`src/rtl/booth_pkg.sv`:
```
// Shared types and constants for the radix-2 Booth sequencing controller.
// Latency: n/a (declarations only).
// Backpressure: n/a.
package booth_pkg;

    localparam int BOOTH_WIDTH = 16;
    localparam int BOOTH_CNT_W = 5;

    typedef enum logic [2:0] {
        ST_IDLE  = 3'd0,
        ST_LOAD  = 3'd1,
        ST_EVAL  = 3'd2,
        ST_SHIFT = 3'd3,
        ST_DONE  = 3'd4
    } booth_state_t;

    // Booth pair {Q[0], Q[-1]}
    localparam logic [1:0] BOOTH_PAIR_NOP0 = 2'b00;
    localparam logic [1:0] BOOTH_PAIR_ADD  = 2'b01;
    localparam logic [1:0] BOOTH_PAIR_SUB  = 2'b10;
    localparam logic [1:0] BOOTH_PAIR_NOP1 = 2'b11;

endpackage

```
`src/rtl/booth_iter_cnt.sv`:
```
// Booth iteration down-counter: loads WIDTH, decrements per shift, saturates at 0.
// Latency: count updates one edge after ld/dec; zero_next is combinational.
// Backpressure: none; load has priority over decrement.
module booth_iter_cnt #(
    parameter int WIDTH = 16,
    parameter int CNT_W = 5
) (
    input  logic             clk,
    input  logic             rst_n,
    input  logic             ld,
    input  logic             dec,
    output logic [CNT_W-1:0] count,
    output logic             zero_next
);

    localparam logic [CNT_W-1:0] LP_LOAD = CNT_W'(WIDTH);
    localparam logic [CNT_W-1:0] LP_ONE  = CNT_W'(1);

    logic [CNT_W-1:0] r_count;

    // Load to WIDTH, else decrement without wrapping below zero.
    always_ff @(posedge clk or negedge rst_n) begin
        if (!rst_n) begin
            r_count <= '0;
        end else if (ld) begin
            r_count <= LP_LOAD;
        end else if (dec && (r_count != '0)) begin
            r_count <= r_count - LP_ONE;
        end
    end

    assign count     = r_count;
    assign zero_next = dec && (r_count == LP_ONE);

endmodule

```
`src/rtl/booth_seq_ctrl.sv`:
```
// Radix-2 Booth sequencer: LOAD, then WIDTH x (EVAL, SHIFT), then a one-cycle DONE.
// Latency: DONE is 2*WIDTH+2 cycles after the edge that samples start.
// Backpressure: start is ignored while busy; held start chains DONE straight into LOAD.
module booth_seq_ctrl
    import booth_pkg::*;
#(
    parameter int WIDTH = BOOTH_WIDTH,
    parameter int CNT_W = BOOTH_CNT_W
) (
    input  logic             clk,
    input  logic             rst_n,
    input  logic             start,
    input  logic             q0,
    input  logic             qm1,
    output logic             ld,
    output logic             add_en,
    output logic             add_sub,
    output logic             shift,
    output logic             busy,
    output logic             done,
    output logic [CNT_W-1:0] count
);

    booth_state_t r_state;
    booth_state_t w_state_nxt;
    logic         r_ld;
    logic         r_shift;
    logic         r_busy;
    logic         r_done;
    logic         r_eval;
    logic         w_zero_next;
    logic [1:0]   w_pair;
    logic         w_add_en;

    // Iteration counter is loaded while in LOAD and stepped while in SHIFT.
    booth_iter_cnt #(
        .WIDTH (WIDTH),
        .CNT_W (CNT_W)
    ) u_cnt (
        .clk       (clk),
        .rst_n     (rst_n),
        .ld        (r_ld),
        .dec       (r_shift),
        .count     (count),
        .zero_next (w_zero_next)
    );

    // Next-state decode; start only matters in IDLE and DONE.
    always_comb begin
        w_state_nxt = r_state;
        case (r_state)
            ST_IDLE:  w_state_nxt = start ? ST_LOAD : ST_IDLE;
            ST_LOAD:  w_state_nxt = ST_EVAL;
            ST_EVAL:  w_state_nxt = ST_SHIFT;
            ST_SHIFT: w_state_nxt = w_zero_next ? ST_DONE : ST_EVAL;
            ST_DONE:  w_state_nxt = start ? ST_LOAD : ST_IDLE;
            default:  w_state_nxt = ST_IDLE;
        endcase
    end

    // State register with Moore strobes registered from the next state.
    always_ff @(posedge clk or negedge rst_n) begin
        if (!rst_n) begin
            r_state <= ST_IDLE;
            r_ld    <= 1'b0;
            r_shift <= 1'b0;
            r_busy  <= 1'b0;
            r_done  <= 1'b0;
            r_eval  <= 1'b0;
        end else begin
            r_state <= w_state_nxt;
            r_ld    <= (w_state_nxt == ST_LOAD);
            r_shift <= (w_state_nxt == ST_SHIFT);
            r_eval  <= (w_state_nxt == ST_EVAL);
            r_busy  <= (w_state_nxt == ST_LOAD) || (w_state_nxt == ST_EVAL) ||
                       (w_state_nxt == ST_SHIFT);
            r_done  <= (w_state_nxt == ST_DONE);
        end
    end

    assign w_pair = {q0, qm1};

    // Booth pair decode: 01 adds M, 10 subtracts M, 00/11 leave A alone.
    always_comb begin
        w_add_en = 1'b0;
        if (r_eval) begin
            case (w_pair)
                BOOTH_PAIR_ADD,
                BOOTH_PAIR_SUB:  w_add_en = 1'b1;
                BOOTH_PAIR_NOP0,
                BOOTH_PAIR_NOP1: w_add_en = 1'b0;
                default:         w_add_en = 1'b0;
            endcase
        end
    end

    assign ld      = r_ld;
    assign shift   = r_shift;
    assign busy    = r_busy;
    assign done    = r_done;
    assign add_en  = w_add_en;
    assign add_sub = r_eval & q0;

endmodule

```
`config.mk`:
```
export PLATFORM = sky130hd
export DESIGN_NAME = booth_seq_ctrl
export DESIGN_NICKNAME = d
export VERILOG_FILES = /design/src/rtl/booth_pkg.sv /design/src/rtl/booth_iter_cnt.sv /design/src/rtl/booth_seq_ctrl.sv
export SDC_FILE = /design/constraint.sdc
export NUM_CORES = 1
export LEC_CHECK = 0
export ABC_AREA = 1
export BUFFER_PORTS_ARGS = -buffer_cell sky130_fd_sc_hd__buf_2
export CORE_AREA = 10 10 47 49
export CTS_BUF_LIST = sky130_fd_sc_hd__clkbuf_8
export DETAILED_ROUTE_END_ITERATION = 7
export DIE_AREA = 0 0 57 59
export PLACE_DENSITY = 0.79
export SLEW_MARGIN = 10
export SYNTH_ARGS = -nofsm -noshare
export SYNTH_HDL_FRONTEND = slang
export SYNTH_SLANG_ARGS = --single-unit
export TNS_END_PERCENT = 20
```
`constraint.sdc`:
```
create_clock -name clk -period 1.62 [get_ports clk]
set_clock_uncertainty 0.1 [all_clocks]
set_input_delay 0.162 -clock clk [delete_from_list [all_inputs] [get_ports clk]]
set_output_delay 0.162 -clock clk [all_outputs]
set_load 0.01 [all_outputs]
```
==> flow_results.xml, run 1 <==
<?xml version="1.0" encoding="UTF-8"?>
<metrics>
  <group name="status">
    <metric name="outcome" unit="">finished, final reports clean</metric>
  </group>
  <group name="sta">
    <metric name="setup-violations-final" unit="">0</metric>
    <metric name="drv_slew" unit="">0</metric>
    <metric name="post-route-min-period" unit="ns">1.42</metric>
    <metric name="max-slew-margin-rel" unit="">0.812</metric>
    <metric name="hold_viol_final" unit="">0</metric>
    <metric name="timing_worst_slew_pin_value" unit="ns">0.283</metric>
    <metric name="post-route-period-util" unit="">0.876</metric>
    <metric name="total_negative_slack_for_setup_checks" unit="ns">0</metric>
    <metric name="rsz0062_at_grt" unit="">false</metric>
    <metric name="fmax" unit="MHz">705</metric>
  </group>
  <group name="worst_hold_path">
    <metric name="timing.hold.worst.class" unit="">input pin to flop</metric>
    <metric name="min_from" unit="">start</metric>
    <metric name="hold_path_end" unit="">ld$_DFF_PN0_</metric>
    <metric name="hold_path_depth" unit="">3</metric>
  </group>
  <group name="power">
    <metric name="p_seq_frac" unit="">0.366</metric>
    <metric name="power.share.clock" unit="">0.174</metric>
    <metric name="power.switching_fraction" unit="">0.427</metric>
    <metric name="p_total" unit="mW">1.59</metric>
    <metric name="netsw" unit="mW">0.680</metric>
    <metric name="cellPowerDensity" unit="nW/um^2">2010</metric>
    <metric name="power.share.combinational" unit="">0.460</metric>
    <metric name="vdd_drop_max" unit="mV">1.25</metric>
    <metric name="leakage" unit="nW">0.445</metric>
    <metric name="internal-power" unit="mW">0.911</metric>
  </group>
  <group name="worst_setup_path">
    <metric name="timing.critical_path.mode_cell" unit="">sky130_fd_sc_hd__nand2_2</metric>
    <metric name="slowest_stage_delay_cp" unit="ns">0.39</metric>
    <metric name="cpMaxStageDelayCell" unit="">sky130_fd_sc_hd__dfrtp_1</metric>
    <metric name="crit_chain" unit="">inv_1, ha_1, nand3_2, nand2_2, nand2_2, nand2_1, o21ai_2</metric>
    <metric name="rr_endpoint" unit="">u_cnt.count[1]$_DFFE_PN0P_</metric>
    <metric name="worst-path-max-fanout" unit="">6</metric>
    <metric name="regToRegStartpoint" unit="">u_cnt.count[0]$_DFFE_PN0P_</metric>
    <metric name="path_delay_family" unit="">flip-flops</metric>
    <metric name="required" unit="ns">1.66</metric>
    <metric name="worst_ep_arrival_time" unit="ns">1.45</metric>
    <metric name="kind_of_capture_point_of_the_worst_setup_path" unit="">flop</metric>
    <metric name="setup.worst_path.start_class" unit="">flop</metric>
    <metric name="path_class" unit="">flop to flop</metric>
    <metric name="r2r_slack" unit="ns">0.20</metric>
    <metric name="critical_path.n_buffers_inverters" unit="">1</metric>
    <metric name="timing.reg2reg.worst_path_depth" unit="">7</metric>
  </group>
  <group name="place">
    <metric name="gp_congestion" unit="">0.872</metric>
    <metric name="place_hpwl" unit="um">1020</metric>
    <metric name="buffer_ports.inserted" unit="">15</metric>
    <metric name="detailed_place.area" unit="sq um">736</metric>
  </group>
  <group name="routing">
    <metric name="num_vias" unit="">527</metric>
    <metric name="drt_iter0_drc" unit="">9</metric>
    <metric name="drt_wl_total" unit="um">1260</metric>
    <metric name="final_antenna_net_count" unit="">0</metric>
    <metric name="route.detailed.wl_per_inst" unit="um">11.6</metric>
    <metric name="viasPerCell" unit="">4.83</metric>
    <metric name="detail_route.first_pass.iterations" unit="">4</metric>
    <metric name="remaining_drc_errors" unit="">0</metric>
  </group>
  <group name="yosys">
    <metric name="synth_area" unit="sq um">641</metric>
    <metric name="synth-seq-cells" unit="">13</metric>
    <metric name="synthesis.area_per_instance" unit="sq um">8.78</metric>
    <metric name="synth_unique_cells" unit="">15</metric>
    <metric name="ys_warn_count" unit="">0</metric>
    <metric name="synth.net_count" unit="">81</metric>
    <metric name="post_synth_inst_count" unit="">73</metric>
    <metric name="ys_seq_area_frac" unit="">0.508</metric>
  </group>
  <group name="finish">
    <metric name="utilization" unit="">0.564</metric>
    <metric name="area_growth_syn_to_layout" unit="%">23.4</metric>
    <metric name="mostFrequentLayoutCell" unit="">sky130_fd_sc_hd__buf_2</metric>
    <metric name="final_net_count" unit="">102</metric>
    <metric name="antenna_cells_inserted" unit="">0</metric>
    <metric name="postLayoutCellArea" unit="sq um">791</metric>
    <metric name="most-common-layout-cells" unit="">sky130_fd_sc_hd__buf_2 (15), sky130_fd_sc_hd__nand2_1 (14), sky130_fd_sc_hd__inv_1 (13), sky130_fd_sc_hd__dfrtp_1 (13), sky130_fd_sc_hd__nor2_1 (9)</metric>
    <metric name="drive_above_1_share" unit="">0.290</metric>
  </group>
  <group name="cts">
    <metric name="number_of_hold_buffers_added_after_cts" unit="">1</metric>
    <metric name="clkLatencyLatePin" unit="ns">0.25</metric>
    <metric name="numCtsBuffers" unit="">3</metric>
    <metric name="clock_tree.root_cell" unit="">sky130_fd_sc_hd__clkbuf_8</metric>
    <metric name="clock_tree.buffer_depth" unit="">2</metric>
    <metric name="clkSlewWorstSetupHoldPaths" unit="ns">0.05</metric>
    <metric name="cts.repair_timing.setup_buffer_count" unit="">0</metric>
    <metric name="cts_tree" unit="">done</metric>
    <metric name="cts_num_sinks" unit="">13</metric>
    <metric name="cts.htree.levels" unit="">1</metric>
    <metric name="post_cts_resized" unit="">0</metric>
  </group>
  <group name="grt">
    <metric name="overflow" unit="">0</metric>
    <metric name="grt_antenna_before_repair" unit="">0</metric>
    <metric name="grt_pass1_vias" unit="">445</metric>
    <metric name="grt_start_max_net_pins" unit="">14</metric>
    <metric name="groute.usage.overall" unit="">0.0772</metric>
    <metric name="wire_length_of_the_first_global_routing_pass" unit="um">1950</metric>
  </group>
  <group name="die">
    <metric name="starting_density_of_the_core" unit="">0.457</metric>
    <metric name="die_height" unit="um">59</metric>
    <metric name="placeableCoreArea" unit="sq um">1400</metric>
    <metric name="die_width" unit="um">57</metric>
    <metric name="num_rows" unit="">14</metric>
    <metric name="io_pins" unit="">16</metric>
    <metric name="die_area" unit="sq um">3360</metric>
  </group>
  <group name="job">
    <metric name="drv_cap" unit="">0</metric>
  </group>
</metrics>
-- through the flow --
stage | worst slack, ns | hold slack, ns | instances
2_1_floorplan | 0.271 | -0.234 | 73
3_3_place_gp | 0.226 | -0.0431 | 104
3_5_place_dp | 0.215 | -0.0409 | 104
4_1_cts | 0.206 | 0.0681 | 109
5_1_grt | 0.114 | 0.0781 | 109
6_report | 0.201 | 0.0717 | 109
-- cell type report --
class / count / area (sq um)
flip-flops and latches: 13 / 325
inverters: 12 / 45.0
fillers: 132 / 611
multi-input cells: 48 / 270
repair buffers: 16 / 85.1
well taps: 16 / 20.0
clock buffers: 3 / 41.3
clock inverters: 1 / 3.75
-- sequential cells by signal, summed over array words and instances, names as in the netlist --
| signal | count |
|---|---|
| done | 1 |
| r_state | 3 |
| shift | 1 |
| ld | 1 |
| u_cnt.count | 5 |
| r_eval | 1 |
| busy | 1 |
-- worst reg2reg max path, delay by kind of cell, from the launching register on --
family | cells | cell delay (ns)
DFF | 1 | 0.39
and+or+nand+nor | 4 | 0.37
adders and majority gates | 1 | 0.22
buffers and inverters | 1 | 0.18
AOI/OAI and AO/OA | 1 | 0.05
-- how the worst max path moves through the flow --
stage	slack [ns]	end	from	cells past startpoint
floorplan	0.27	u_cnt.count[1]$_DFFE_PN0P_	u_cnt.count[0]$_DFFE_PN0P_	7
global placement	0.23	u_cnt.count[1]$_DFFE_PN0P_	u_cnt.count[0]$_DFFE_PN0P_	7
detailed placement	0.22	u_cnt.count[1]$_DFFE_PN0P_	u_cnt.count[0]$_DFFE_PN0P_	7
CTS	0.21	u_cnt.count[1]$_DFFE_PN0P_	u_cnt.count[0]$_DFFE_PN0P_	7
global route	0.11	u_cnt.count[3]$_DFFE_PN0P_	u_cnt.count[0]$_DFFE_PN0P_	7
finish	0.20	u_cnt.count[1]$_DFFE_PN0P_	u_cnt.count[0]$_DFFE_PN0P_	7
-- power groups by stage --
stage | clock [mW] | sequential, mW | combinational (mW)
finish | 0.278 | 0.582 | 0.731
global route | 0.309 | 0.603 | 0.831
CTS | 0.287 | 0.581 | 0.743
detailed placement | 0 | 0.586 | 0.738
global placement | 0 | 0.578 | 0.723
floorplan | 0 | 0.606 | 0.491
-- cells by family after synthesis --
group                    Yosys count  synth area share
AO/OA/AOI/OAI                      3            0.0391
XOR/XNOR                           1            0.0137
adder cells (fa/ha/maj)            3            0.0586
buffers and inverters             12            0.0703
flip-flops                        13             0.508
AND/OR/NAND/NOR                   41             0.311
-- Yosys cell counts, drive strengths merged --
cell type	number	area, sq um
nor3b	1	12.5
nor3	2	10.0
nand4	3	18.8
dfrtp	13	325
nand2	18	77.6
o21ai	2	17.5
o21bai	1	7.51
nand3	7	40.0
xor2	1	8.76
nor2	10	40.0
ha	3	37.5
inv	12	45.0
-- metal layers --
layer  share of wire  wire (um)  up-vias  GRT usage
li1                -          -      271          -
met1            0.40        509      238     0.0840
met2            0.48        600       16      0.109
met3            0.10        126        2     0.0494
met4           0.018         23        0     0.0503
met5               0          0        -          0
No activity file was read; power rests on OpenSTA's default activity.
==> run 2, diff against run 1 <==
--- a/config.mk
+++ b/config.mk
@@ -7,10 +7,10 @@
 export LEC_CHECK = 0
 export ABC_AREA = 1
 export BUFFER_PORTS_ARGS = -buffer_cell sky130_fd_sc_hd__buf_2
-export CORE_AREA = 10 10 47 49
-export CTS_BUF_LIST = sky130_fd_sc_hd__clkbuf_8
+export CORE_AREA = 2 2 39 41
+export CTS_BUF_LIST = sky130_fd_sc_hd__clkbuf_4
 export DETAILED_ROUTE_END_ITERATION = 7
-export DIE_AREA = 0 0 57 59
+export DIE_AREA = 0 0 41 43
 export PLACE_DENSITY = 0.79
 export SLEW_MARGIN = 10
 export SYNTH_ARGS = -nofsm -noshare
==> flow_results.xml, run 2 (synthesis gave the netlist of run 1 again) <==
<?xml version="1.0" encoding="UTF-8"?>
<metrics>
  <group name="die">
    <metric name="placeableCoreArea" unit="sq um">1380</metric>
    <metric name="die_height" unit="um">43</metric>
    <metric name="num_rows" unit="">14</metric>
    <metric name="io_pins" unit="">16</metric>
    <metric name="die_area" unit="sq um">1760</metric>
    <metric name="die_width" unit="um">41</metric>
    <metric name="starting_density_of_the_core" unit="">0.463</metric>
  </group>
  <group name="worst_setup_path">
    <metric name="required" unit="ns">1.71</metric>
    <metric name="path_class" unit="">flop to flop</metric>
    <metric name="rr_endpoint" unit="">u_cnt.count[1]$_DFFE_PN0P_</metric>
    <metric name="timing.reg2reg.worst_path_depth" unit="">7</metric>
    <metric name="worst_ep_arrival_time" unit="ns">1.56</metric>
    <metric name="regToRegStartpoint" unit="">u_cnt.count[0]$_DFFE_PN0P_</metric>
    <metric name="worst-path-max-fanout" unit="">6</metric>
    <metric name="worst_setup_path_endpoint" unit="">u_cnt.count[1]$_DFFE_PN0P_</metric>
    <metric name="r2r_slack" unit="ns">0.14</metric>
    <metric name="kind_of_capture_point_of_the_worst_setup_path" unit="">flop</metric>
    <metric name="timing.critical_path.from" unit="">u_cnt.count[0]$_DFFE_PN0P_</metric>
    <metric name="setup.worst_path.start_class" unit="">flop</metric>
  </group>
  <group name="sta">
    <metric name="drv_slew" unit="">0</metric>
    <metric name="rsz0062_at_grt" unit="">false</metric>
    <metric name="max-slew-margin-rel" unit="">0.807</metric>
    <metric name="setup-violations-final" unit="">0</metric>
    <metric name="total_negative_slack_for_setup_checks" unit="ns">0</metric>
    <metric name="fmax" unit="MHz">678</metric>
    <metric name="hold_viol_final" unit="">0</metric>
    <metric name="post-route-min-period" unit="ns">1.48</metric>
    <metric name="post-route-period-util" unit="">0.911</metric>
    <metric name="timing_worst_slew_pin_value" unit="ns">0.290</metric>
  </group>
  <group name="cts">
    <metric name="cts.repair_timing.setup_buffer_count" unit="">0</metric>
    <metric name="number_of_hold_buffers_added_after_cts" unit="">1</metric>
    <metric name="clock_tree.root_cell" unit="">sky130_fd_sc_hd__clkbuf_4</metric>
    <metric name="cts_num_sinks" unit="">13</metric>
    <metric name="clkSlewWorstSetupHoldPaths" unit="ns">0.08</metric>
    <metric name="cts.htree.levels" unit="">1</metric>
    <metric name="cts_tree" unit="">done</metric>
    <metric name="numCtsBuffers" unit="">3</metric>
    <metric name="clock_tree.buffer_depth" unit="">2</metric>
    <metric name="post_cts_resized" unit="">0</metric>
    <metric name="clkLatencyLatePin" unit="ns">0.29</metric>
  </group>
  <group name="routing">
    <metric name="final_antenna_net_count" unit="">0</metric>
    <metric name="drt_wl_total" unit="um">1310</metric>
    <metric name="detail_route.first_pass.iterations" unit="">4</metric>
    <metric name="drt_iter0_drc" unit="">8</metric>
    <metric name="viasPerCell" unit="">5.01</metric>
    <metric name="num_vias" unit="">546</metric>
    <metric name="remaining_drc_errors" unit="">0</metric>
    <metric name="route.detailed.wl_per_inst" unit="um">12.0</metric>
  </group>
  <group name="power">
    <metric name="cellPowerDensity" unit="nW/um^2">2010</metric>
    <metric name="vdd_drop_max" unit="mV">0.955</metric>
    <metric name="leakage" unit="nW">0.436</metric>
  </group>
  <group name="grt">
    <metric name="wire_length_of_the_first_global_routing_pass" unit="um">2190</metric>
    <metric name="groute.usage.overall" unit="">0.194</metric>
    <metric name="grt_antenna_before_repair" unit="">0</metric>
    <metric name="overflow" unit="">0</metric>
    <metric name="grt_pass1_vias" unit="">524</metric>
    <metric name="grt_start_max_net_pins" unit="">14</metric>
  </group>
  <group name="place">
    <metric name="buffer_ports.inserted" unit="">15</metric>
    <metric name="gp_congestion" unit="">0.795</metric>
    <metric name="place_hpwl" unit="um">963</metric>
    <metric name="detailed_place.area" unit="sq um">736</metric>
  </group>
  <group name="status">
    <metric name="outcome" unit="">finished, final reports clean</metric>
  </group>
  <group name="finish">
    <metric name="fill_cells" unit="">121</metric>
    <metric name="area_growth_syn_to_layout" unit="%">21.1</metric>
    <metric name="mostFrequentLayoutCell" unit="">sky130_fd_sc_hd__buf_2</metric>
    <metric name="antenna_cells_inserted" unit="">0</metric>
    <metric name="drive_above_1_share" unit="">0.301</metric>
    <metric name="max_ffs_per_register" unit="">5</metric>
    <metric name="postLayoutCellArea" unit="sq um">776</metric>
    <metric name="final_net_count" unit="">102</metric>
    <metric name="most-common-layout-cells" unit="">sky130_fd_sc_hd__buf_2 (15), sky130_fd_sc_hd__nand2_1 (14), sky130_fd_sc_hd__dfrtp_1 (13)</metric>
  </group>
  <group name="worst_hold_path">
    <metric name="min_from" unit="">start</metric>
    <metric name="timing.hold.worst.class" unit="">input pin to flop</metric>
  </group>
  <group name="job">
    <metric name="drv_cap" unit="">0</metric>
  </group>
</metrics>
run 2: cell types whose count changed in the layout (fill, tap and decap cells not counted):
cell | previous run | this run
sky130_fd_sc_hd__clkbuf_4 | 0 | 4
sky130_fd_sc_hd__inv_1 | 13 | 12
sky130_fd_sc_hd__clkbuf_8 | 3 | 0
run 2: worst min path at each step:
| stage | endpoint | slack (ns) | depth (start not counted) |
|---|---|---|---|
| after global placement | u_cnt.count[2]$_DFFE_PN0P_ | -0.04 | 1 |
| after floorplan | busy$_DFF_PN0_ | -0.23 | 0 |
| after global routing | ld$_DFF_PN0_ | 0.04 | 3 |
| after detailed placement | u_cnt.count[2]$_DFFE_PN0P_ | -0.04 | 1 |
| final | ld$_DFF_PN0_ | 0.03 | 3 |
| after CTS | ld$_DFF_PN0_ | 0.03 | 3 |
run 2: cell type report:
cell class	count	area [sq um]	share of cell area
clock buffers	4	30.0	0.0387
well taps	16	20.0	0.0258
flip-flops and latches	13	325	0.419
inverters	12	45.0	0.0581
multi-input cells	48	270	0.348
repair buffers	16	85.1	0.110
run 2: through the flow:
stage	hold slack (ns)	worst slack [ns]	utilization	cells	power, mW
after floorplan	-0.234	0.271	-	73	1.10
after global placement	-0.0407	0.208	0.532	104	1.29
after detailed placement	-0.0383	0.169	0.532	104	1.33
after CTS	0.0250	0.152	0.561	109	1.57
after global routing	0.0371	0.0258	0.561	109	1.71
final	0.0268	0.144	0.561	109	1.56
run 2: critical path, stage by stage (launching register included):
cell and delay, ns:
sky130_fd_sc_hd__dfrtp_1 0.41, sky130_fd_sc_hd__inv_1 0.19, sky130_fd_sc_hd__ha_1 0.23, sky130_fd_sc_hd__nand3_2 0.12, sky130_fd_sc_hd__nand2_2 0.10, sky130_fd_sc_hd__nand2_2 0.09
sky130_fd_sc_hd__nand2_1 0.09, sky130_fd_sc_hd__o21ai_2 0.05
run 2: metal layers:
metal / up-vias / share of wire / global-route usage
met5: - / 0 / 0
met4: 0 / 0.035 / 0.140
met3: 5 / 0.033 / 0.0314
met2: 14 / 0.50 / 0.300
met1: 258 / 0.43 / 0.229
li1: 269 / - / -
run 2: power by group:
part	switching (mW)	internal (mW)
sequential	0.122	0.455
clock	0.116	0.113
combinational	0.461	0.291
==> run 3, diff against run 2 <==
--- a/config.mk
+++ b/config.mk
@@ -7,11 +7,11 @@
 export LEC_CHECK = 0
 export ABC_AREA = 1
 export BUFFER_PORTS_ARGS = -buffer_cell sky130_fd_sc_hd__buf_2
-export CORE_AREA = 2 2 39 41
+export CORE_ASPECT_RATIO = 0.8
+export CORE_UTILIZATION = 37
 export CTS_BUF_LIST = sky130_fd_sc_hd__clkbuf_4
 export DETAILED_ROUTE_END_ITERATION = 7
-export DIE_AREA = 0 0 41 43
-export PLACE_DENSITY = 0.79
+export PLACE_DENSITY = 0.65
 export SLEW_MARGIN = 10
 export SYNTH_ARGS = -nofsm -noshare
 export SYNTH_HDL_FRONTEND = slang
==> constraint.sdc (replaced) <==
create_clock -name clk -period 1.6 [get_ports clk]
set_clock_uncertainty 0.1 [all_clocks]
set_input_delay 0.16 -clock clk [delete_from_list [all_inputs] [get_ports clk]]
set_output_delay 0.16 -clock clk [all_outputs]
set_load 0.01 [all_outputs]
==> flow_results.xml, run 3 (synthesis gave the netlist of run 1 again) <==
<?xml version="1.0" encoding="UTF-8"?>
<metrics>
  <group name="worst_hold_path">
    <metric name="timing.hold.worst.class" unit="">input pin to flop</metric>
    <metric name="min_from" unit="">start</metric>
  </group>
  <group name="place">
    <metric name="gp_congestion" unit="">0.798</metric>
    <metric name="buffer_ports.inserted" unit="">15</metric>
    <metric name="dp_slack" unit="ns">0.160</metric>
    <metric name="place.detailed.instances" unit="">110</metric>
    <metric name="detailed_place.area" unit="sq um">743</metric>
    <metric name="place_hpwl" unit="um">916</metric>
  </group>
  <group name="worst_setup_path">
    <metric name="regToRegStartpoint" unit="">u_cnt.count[0]$_DFFE_PN0P_</metric>
    <metric name="timing.critical_path.from" unit="">u_cnt.count[0]$_DFFE_PN0P_</metric>
    <metric name="worst_ep_arrival_time" unit="ns">1.51</metric>
    <metric name="cpMaxStageDelayCell" unit="">sky130_fd_sc_hd__dfrtp_1</metric>
    <metric name="crit_chain" unit="">inv_1, ha_1, nand3_2, nand2_2, nand2_2, nand2_1, o21ai_2</metric>
    <metric name="kind_of_capture_point_of_the_worst_setup_path" unit="">flop</metric>
    <metric name="required" unit="ns">1.66</metric>
    <metric name="worst-path-max-fanout" unit="">6</metric>
    <metric name="path_class" unit="">flop to flop</metric>
    <metric name="setup.worst_path.start_class" unit="">flop</metric>
    <metric name="timing.critical_path.mode_cell" unit="">sky130_fd_sc_hd__nand2_2</metric>
    <metric name="slowest_stage_delay_cp" unit="ns">0.40</metric>
  </group>
  <group name="routing">
    <metric name="final_antenna_net_count" unit="">0</metric>
    <metric name="wl_met3" unit="um">53</metric>
    <metric name="drt_iter0_drc" unit="">18</metric>
    <metric name="num_vias" unit="">528</metric>
    <metric name="m1WireLength" unit="um">635</metric>
    <metric name="detail_route.first_pass.iterations" unit="">4</metric>
    <metric name="route.detailed.wl_per_inst" unit="um">10.3</metric>
    <metric name="viasPerCell" unit="">4.59</metric>
    <metric name="drt_wl_total" unit="um">1180</metric>
    <metric name="remaining_drc_errors" unit="">0</metric>
    <metric name="topRoutingLayerUsed" unit="">met4</metric>
    <metric name="detailroute.wirelength.met2" unit="um">458</metric>
  </group>
  <group name="finish">
    <metric name="mostFrequentLayoutCell" unit="">sky130_fd_sc_hd__buf_2</metric>
    <metric name="drive_above_1_share" unit="">0.301</metric>
    <metric name="final_net_count" unit="">102</metric>
    <metric name="stdcell_count" unit="">115</metric>
    <metric name="postLayoutCellArea" unit="sq um">783</metric>
    <metric name="antenna_cells_inserted" unit="">0</metric>
    <metric name="most-common-layout-cells" unit="">sky130_fd_sc_hd__buf_2 (15), sky130_fd_sc_hd__nand2_1 (14), sky130_fd_sc_hd__dfrtp_1 (13)</metric>
    <metric name="area_growth_syn_to_layout" unit="%">22.3</metric>
    <metric name="max_ffs_per_register" unit="">5</metric>
  </group>
  <group name="power">
    <metric name="power.share.clock" unit="">0.138</metric>
    <metric name="vdd_drop_max" unit="mV">0.890</metric>
    <metric name="power.share.combinational" unit="">0.485</metric>
    <metric name="internal-power" unit="mW">0.867</metric>
    <metric name="leakage" unit="nW">0.436</metric>
    <metric name="p_seq_frac" unit="">0.377</metric>
    <metric name="netsw" unit="mW">0.672</metric>
    <metric name="cellPowerDensity" unit="nW/um^2">1970</metric>
    <metric name="power.switching_fraction" unit="">0.437</metric>
  </group>
  <group name="sta">
    <metric name="setup-violations-final" unit="">0</metric>
    <metric name="rsz0062_at_grt" unit="">false</metric>
    <metric name="timing.final.ws_setup" unit="ns">0.147</metric>
    <metric name="post-route-period-util" unit="">0.908</metric>
    <metric name="hold_ws" unit="ns">0.0487</metric>
    <metric name="total_negative_slack_for_setup_checks" unit="ns">0</metric>
    <metric name="hold_viol_final" unit="">0</metric>
    <metric name="drv_slew" unit="">0</metric>
    <metric name="timing_worst_slew_pin_value" unit="ns">0.299</metric>
    <metric name="max-slew-margin-rel" unit="">0.799</metric>
    <metric name="post-route-min-period" unit="ns">1.45</metric>
    <metric name="fmax" unit="MHz">688</metric>
  </group>
  <group name="die">
    <metric name="die_area" unit="sq um">1900</metric>
    <metric name="placeableCoreArea" unit="sq um">1630</metric>
    <metric name="die_width" unit="um">48.5</metric>
    <metric name="die_height" unit="um">39.2</metric>
    <metric name="num_rows" unit="">13</metric>
    <metric name="starting_density_of_the_core" unit="">0.394</metric>
    <metric name="io_pins" unit="">16</metric>
  </group>
  <group name="cts">
    <metric name="post_cts_resized" unit="">0</metric>
    <metric name="clkSlewWorstSetupHoldPaths" unit="ns">0.07</metric>
    <metric name="number_of_hold_buffers_added_after_cts" unit="">1</metric>
    <metric name="clock_tree.root_cell" unit="">sky130_fd_sc_hd__clkbuf_4</metric>
    <metric name="clock_tree.buffer_depth" unit="">2</metric>
    <metric name="cts_tree" unit="">done</metric>
    <metric name="cts.htree.levels" unit="">1</metric>
    <metric name="numCtsBuffers" unit="">3</metric>
    <metric name="clkLatencyLatePin" unit="ns">0.27</metric>
    <metric name="cts.repair_timing.setup_buffer_count" unit="">0</metric>
    <metric name="cts_num_sinks" unit="">13</metric>
  </group>
  <group name="grt">
    <metric name="grt_start_max_net_pins" unit="">14</metric>
    <metric name="grt_antenna_before_repair" unit="">0</metric>
    <metric name="grt_pass1_vias" unit="">450</metric>
    <metric name="groute.usage.overall" unit="">0.165</metric>
    <metric name="overflow" unit="">0</metric>
    <metric name="wire_length_of_the_first_global_routing_pass" unit="um">2100</metric>
  </group>
  <group name="status">
    <metric name="outcome" unit="">finished, final reports clean</metric>
  </group>
  <group name="job">
    <metric name="drv_cap" unit="">0</metric>
  </group>
</metrics>
run 3: cell counts in the layout (fill, tap and decap cells not counted):
No cell type changed its count.
run 3: critical path, delay by kind of cell (launching register included):
kind / cells / cell delay (ns)
buffers and inverters: 1 / 0.17
AOI/OAI and AO/OA: 1 / 0.05
DFF: 1 / 0.40
and+or+nand+nor: 4 / 0.39
adders and majority gates: 1 / 0.23
run 3: power groups by stage:
stage	combinational [mW]	sequential, mW	clock [mW]
after floorplan	0.497	0.613	0
after global placement	0.745	0.587	0
after detailed placement	0.748	0.585	0
after CTS	0.753	0.578	0.222
after global routing	0.860	0.604	0.245
final	0.747	0.581	0.212
run 3: path summary, 6_finish.rpt:
kind | slack (ns) | to | cells past startpoint
setup / recovery | 0.15 | u_cnt.count[1]$_DFFE_PN0P_ | 7
hold / removal | 0.05 | ld$_DFF_PN0_ | 3
setup reg to reg | 0.15 | u_cnt.count[1]$_DFFE_PN0P_ | 7
hold reg to reg | 0.37 | shift$_DFF_PN0_ | 1
max in group asynchronous | 0.98 | r_state[0]$_DFF_PN0_ | 2
min in group asynchronous | 0.19 | u_cnt.count[2]$_DFFE_PN0P_ | 2
run 3: through the flow:
stage	util	power [mW]
finish	0.482	1.54
global route	0.482	1.71
CTS	0.482	1.55
detailed placement	0.457	1.33
global placement	0.457	1.33
floorplan	-	1.11
run 3: layout make-up:
class / instances / area [sq um]
fillers: 160 / 843
flip-flops and latches: 13 / 325
repair buffers: 16 / 85.1
inverters: 12 / 45.0
well taps: 22 / 27.5
multi-input cells: 48 / 270
clock buffers: 4 / 30.0
run 3: per-layer routing:
layer | vias to the layer above | GRT usage
met5 | - | 0
met1 | 234 | 0.203
met2 | 18 | 0.239
li1 | 272 | -
met3 | 4 | 0.0588
met4 | 0 | 0.132
